--- src/rtl/tag_lookup_ctrl.sv ---
// Tag RAM initiator: lookup with one-cycle synchronous read, optional fill on miss,
// and a full-array invalidating flush.
module tag_lookup_ctrl #(
  parameter int AWIDTH = 3,
  parameter int TWIDTH = 13
) (
  input  logic              clock,
  input  logic              reset_n,
  input  logic              req_valid,
  output logic              req_ready,
  input  logic [AWIDTH-1:0] req_index,
  input  logic [TWIDTH-1:0] req_tag,
  input  logic              req_fill,
  output logic              rsp_valid,
  output logic              rsp_hit,
  input  logic              flush_req,
  output logic              flush_busy,
  output logic              flush_done,
  output logic [AWIDTH-1:0] ram_addr,
  output logic [TWIDTH:0]   ram_din,
  output logic              ram_we,
  input  logic [TWIDTH:0]   ram_dout
);

  localparam int DEPTH = 1 << AWIDTH;

  localparam logic [2:0] IDLE    = 3'd0;
  localparam logic [2:0] LOOKUP  = 3'd1;
  localparam logic [2:0] COMPARE = 3'd2;
  localparam logic [2:0] FILL    = 3'd3;
  localparam logic [2:0] FLUSH   = 3'd4;

  logic [2:0]        state;
  logic              flush_pend;
  logic [AWIDTH-1:0] cnt;
  logic [AWIDTH-1:0] idx_q;
  logic [TWIDTH-1:0] tag_q;
  logic              fill_q;
  logic              hit;
  logic              last_flush;

  // An entry with a matching tag but a cleared valid bit is a miss.
  assign hit        = ram_dout[TWIDTH] && (ram_dout[TWIDTH-1:0] == tag_q);
  assign last_flush = (state == FLUSH) && (cnt == AWIDTH'(DEPTH - 1));
  assign req_ready  = (state == IDLE) && !flush_pend;
  assign flush_busy = flush_pend;

  always_comb begin
    ram_we   = 1'b0;
    ram_addr = idx_q;
    ram_din  = '0;
    case (state)
      FILL: begin
        ram_we  = 1'b1;
        ram_din = {1'b1, tag_q};
      end
      FLUSH: begin
        ram_we   = 1'b1;
        ram_addr = cnt;
      end
      default: ;
    endcase
  end

  always_ff @(posedge clock or negedge reset_n) begin
    if (!reset_n) begin
      state      <= IDLE;
      flush_pend <= 1'b0;
      cnt        <= '0;
      idx_q      <= '0;
      tag_q      <= '0;
      fill_q     <= 1'b0;
      rsp_valid  <= 1'b0;
      rsp_hit    <= 1'b0;
      flush_done <= 1'b0;
    end else begin
      rsp_valid  <= 1'b0;
      flush_done <= 1'b0;
      // Clearing on the last flush write wins, so a late flush_req is absorbed.
      if (last_flush)     flush_pend <= 1'b0;
      else if (flush_req) flush_pend <= 1'b1;
      case (state)
        IDLE: begin
          if (flush_pend) begin
            state <= FLUSH;
            cnt   <= '0;
          end else if (req_valid) begin
            idx_q  <= req_index;
            tag_q  <= req_tag;
            fill_q <= req_fill;
            state  <= LOOKUP;
          end
        end
        LOOKUP:  state <= COMPARE;
        COMPARE: begin
          rsp_valid <= 1'b1;
          rsp_hit   <= hit;
          state     <= (!hit && fill_q) ? FILL : IDLE;
        end
        FILL:    state <= IDLE;
        FLUSH: begin
          cnt <= cnt + 1'b1;
          if (last_flush) begin
            state      <= IDLE;
            flush_done <= 1'b1;
          end
        end
        default: state <= IDLE;
      endcase
    end
  end

endmodule

--- config.mk ---
export PLATFORM = sky130hd
export DESIGN_NAME = tag_lookup_ctrl
export DESIGN_NICKNAME = d
export VERILOG_FILES = /design/src/rtl/tag_lookup_ctrl.sv
export SDC_FILE = /design/constraint.sdc
export NUM_CORES = 1
export LEC_CHECK = 0
export ABC_AREA = 1
export BUFFER_PORTS_ARGS = -buffer_cell sky130_fd_sc_hd__buf_4
export CAP_MARGIN = 15
export CORE_ASPECT_RATIO = 0.75
export CORE_MARGIN = 3
export CORE_UTILIZATION = 36
export CTS_CLUSTER_SIZE = 12
export DETAILED_ROUTE_END_ITERATION = 7
export PLACE_DENSITY = 0.76
export SKIP_LAST_GASP = 1
export SLEW_MARGIN = 20
export SYNTH_ARGS = -nofsm -noshare
export SYNTH_HDL_FRONTEND = slang
export SYNTH_SLANG_ARGS = --single-unit
--- constraint.sdc ---
create_clock -name clock -period 1.3 [get_ports clock]
set_input_delay 0.39 -clock clock [delete_from_list [all_inputs] [get_ports clock]]
set_output_delay 0.39 -clock clock [all_outputs]
set_load 0.01 [all_outputs]
### Word level (Yosys, flattened, before mapping)

Cells that the tools add are included.

| storage, ports and cells | value |
|---|---|
| bits in registers | 27 |
| input bits | 35 |

| operators by class | value |
|---|---|
| bitwise logic cells | 1 |
| reductions and logical operators | 13 |
| eq/ne operators | 9 |
| muxes and demuxes | 15 |
| $add $sub $neg | 1 |

Operators by type and width:

| operator | count |
|---|---|
| 3-bit 2-to-1 mux | 5 |
| 14-bit 2-to-1 mux | 1 |
| 13-bit == test | 1 |
| 3-bit case mux with 4 select lines | 1 |
| 3-bit by 2-bit == test with 1-bit output, second input constant | 2 |
| 3-bit == test, second input constant | 2 |
| 1-bit 2-to-1 mux | 6 |
| 3-bit case mux with 2 select lines | 1 |
| 1-bit logical AND | 4 |
| 2-bit != test, second input constant | 2 |
| 2-bit AND reduction | 2 |
| 2-bit nonzero test | 2 |
| 3-bit by 1-bit adder with 3-bit output, second input constant | 1 |
| 3-bit by 1-bit == test with 1-bit output, second input constant | 1 |
| 3-bit logical NOT | 1 |
| 3-bit != test, second input constant | 1 |
| 3-bit AND reduction | 1 |
| 1-bit logical NOT | 2 |
| 2-bit 2-to-1 mux | 1 |
| 2-bit OR reduction | 1 |
| 1-bit NOT | 1 |

### Longest topological paths before layout

| logic depth | value |
|---|---|
| word-level depth | 6 |
| mapped depth | 9 |
| gate-level depth less buffers | 9 |

### Least setup slack after synthesis

Ideal clock, no wire load.

| path | value |
|---|---|
| kind | reg-to-output |
| start point | register state[0] |
| end point | output port ram_addr[1] |
| arrival time | 1.136 ns |
| path buffers | 1 |
| required time | 0.910 ns |
| path slack | -0.226 ns |
| cell stages (with the launch flop) | 5 |
| cells stage by stage | dfrtp_1 -> nor2_4 -> nand2_1 -> clkbuf_1 -> o21ai_0 |

| on the way | value |
|---|---|
| word-level cells in the longest chain between the ends | 2 |

RTL lines:

| item | line | source |
|---|---|---|
| start: declaration | 33 | `logic [2:0] state;` |
| start signal: assignment | 98 | `state <= (!hit && fill_q) ? FILL : IDLE;` |
| 3-bit == test | 52 | `case (state)` |
| 3-bit 2-to-1 mux | 52 |  |
| end: declaration | 19 | `output logic [AWIDTH-1:0] ram_addr,` |

No other way between the ends.

### Worst setup path after layout

| path | value |
|---|---|
| start point | register state[0] |
| end point | output port ram_addr[0] |

Same word-level chain as after synthesis.

==> results.cfg <==
[critical_path]
worst-path-max-fanout = 5
cp-start-kind = register
critical_path.endpoint_type = output pin
arrival_ps = 1380
worst_ep_required_time_ps = 910
worst-setup-path-type = register to output pin

[clock_network]
cts_sinks = 27
hold_buffers = 0
cts_root_buffer = clkbuf_8
clkSlewWorstSetupHoldPaths_ps = 90
cts_tree = done
htreeDepth = 1
worst_skew_pair.late_latency_ps = 270
clockBufferDepth = 2
cts_buffers = 3

[finish]
drive_above_1_share = 0.546
fill_cells = 327
utilization = 0.685
num_antenna_cells = 0
areaGrowthSynthToFinish_pct = 79.3
seq_area_sq_um = 679
instances_no_fill = 334
fin_area_sq_um = 2570
nets = 320
multi_input_comb_area_sq_um = 821

[logic_synthesis]
synth_nets = 228
synth_flop_cell = dfrtp_1
yosysMostFrequentCell = nand2_1
ys_seq_elements = 27
synth_edf_count = 0
syn_area_sq_um = 1440
synth_area_leaders = dfrtp_1 (47%), nand2_1 (12%), nor2_1 (9.7%)
syn_area_per_cell_sq_um = 7.51
yosysTopAreaCellShare = 0.471
synth_cell_types = 20
synth_commonest_cells = nand2_1 (45), nor2_1 (37), inv_1 (33), dfrtp_1 (27), a21oi_1 (15)
syn_inst = 191
yosys.area.top_type = dfrtp_1
yosysSeqAreaShare = 0.471
async_flop_share = 1.00
synth_warnings = 0

[placement]
dpl_worst_slack_ps = -174
place_inst = 313
place_area_sq_um = 2140
place_hpwl_mm = 2.73
gp_congestion = 0.800
port_buffers = 57

[power]
finalPower_mw = 3.86
p_leak_nw = 1.36
vdd_ir_drop_max_v = 0.00112
powerDensity_nw_per_um2 = 1500

[drt]
postRouteAntennaNets = 0
drtIter0Drc = 68
drc = 0
num_vias = 1501
dr.pass1.iters = 4
wire_per_inst_um = 13.3
wl_mm = 4.44
via_per_inst = 4.49

[timing]
holdWs_ps = 11.3
clock.fmax_mhz = 564
rsz0062_at_grt = true
worst_slack_ps = -474
min_period_ps = 1770
finalCritPeriodShare = 1.36
setup_viol = 41
fin_tns_setup_ps = -13790
relSlewSlack = 0.766
slew_violations = 0
skew_ps = 1.95
worst_pin_slew_ps = 352
finalHoldViolations = 0

[global_route]
use_met2 = 0.325
busiest_layer = met2
grtUsageMet1 = 0.227
grt_use_total = 0.180
groute.layer.met3.usage = 0.0430
grt_pass1_wl_mm = 6.60
grt_antenna_before_repair = 0
grt-ovfl-total = 0
grt_pass1_vias = 1448
grt_max_degree = 28

[die]
start_util = 0.382
coreArea_sq_um = 3760
die_y_um = 60.7
die_w_um = 78.9
num_rows = 19
die-area_sq_um = 4790
io_pins = 58

[status]
violations = negative setup slack
status = complete, but fails checks

[run]
max_cap_violations = 0

[worst_hold_path]
min_path_type = primary input to async pin
## flip-flops by register name (all words and copies together) (netlist names)
register and flops:
rsp_hit 1, tag_q 13, flush_busy 1, rsp_valid 1, flush_done 1, idx_q 3
state 3, cnt 3, fill_q 1
## cell type report
class                           instances  share of cell area
Inverter                               33              0.0482
Tap cell                               52              0.0253
Clock buffer                            3              0.0161
Clock inverter                          1             0.00195
Timing Repair Buffer                   92               0.325
Multi-Input combinational cell        126               0.319
Sequential cell                        27               0.264
## metal layers
layer	wire [um]	vias up	part of all wire
met1	1950	684	0.44
met3	221	6	0.050
met5	0	-	0
met2	2200	45	0.50
met4	69	0	0.016
li1	-	766	-
## repair_timing
item	CTS	global route
setup buffers	9	6
pin swaps	2	11
endpoints found under the setup margin	37	43
cloned	3	1
hold endpoints to repair	0	0
gates resized for setup	29	34
## placed cells by master, fill, tap and decap left out
cell / instances
a21oi_1: 5
nor3_2: 1
clkbuf_16: 1
ha_1: 2
nand2_8: 1
buf_4: 71
buf_8: 1
buf_16: 2
nand3_4: 1
buf_6: 15
mux2_2: 2
clkinv_2: 1
dfrtp_1: 24
nand2_1: 38
nand2_4: 2
buf_12: 2
xnor2_1: 2
nor4_4: 1
o21a_1: 1
nor2_4: 8
nor2_1: 16
nor2_2: 15
o22ai_1: 2
a21oi_2: 10
o21ai_4: 1
clkbuf_8: 3
nand3_1: 4
dfrtp_2: 3
nand2_2: 6
inv_2: 2
inv_1: 31
mux2_4: 2
o21ai_2: 3
o21ai_0: 3
## cell families after synthesis
kind of cell | after synthesis | synth area share
mux | 4 | 0.0340
compound gates | 25 | 0.0907
flops | 27 | 0.471
simple gates | 93 | 0.264
fa+ha+maj | 2 | 0.0174
xor+xnor | 2 | 0.0122
buf+inv | 38 | 0.111
## worst paths after layout
kind	from	endpoint	slack [ps]	depth (start not counted)
hold / removal	reset_n	flush_done$_DFF_PN0_	10	1
setup reg to reg	state[0]$_DFFE_PN0P_	tag_q[11]$_DFFE_PN0P_	-410	11
max in group asynchronous	reset_n	state[0]$_DFFE_PN0P_	1010	1
min in group clock	flush_req	flush_busy$_DFFE_PN0P_	340	3
setup / recovery	state[0]$_DFFE_PN0P_	ram_addr[0]	-470	4
hold reg to reg	rsp_hit$_DFFE_PN0P_	rsp_hit$_DFFE_PN0P_	500	1
## worst max-delay path: stages, from the launching register on
cell and delay, ps:
dfrtp_2 450, nor2_4 150, nand2_4 90, mux2_4 310, buf_6 120
## power by group
group	switching, mW	internal [mW]	total, mW
Sequential	0.211	1.18	1.39
Combinational	0.981	1.00	1.99
Clock	0.266	0.215	0.482
Total	1.46	2.40	3.86
(Power assumes the default switching activity.)
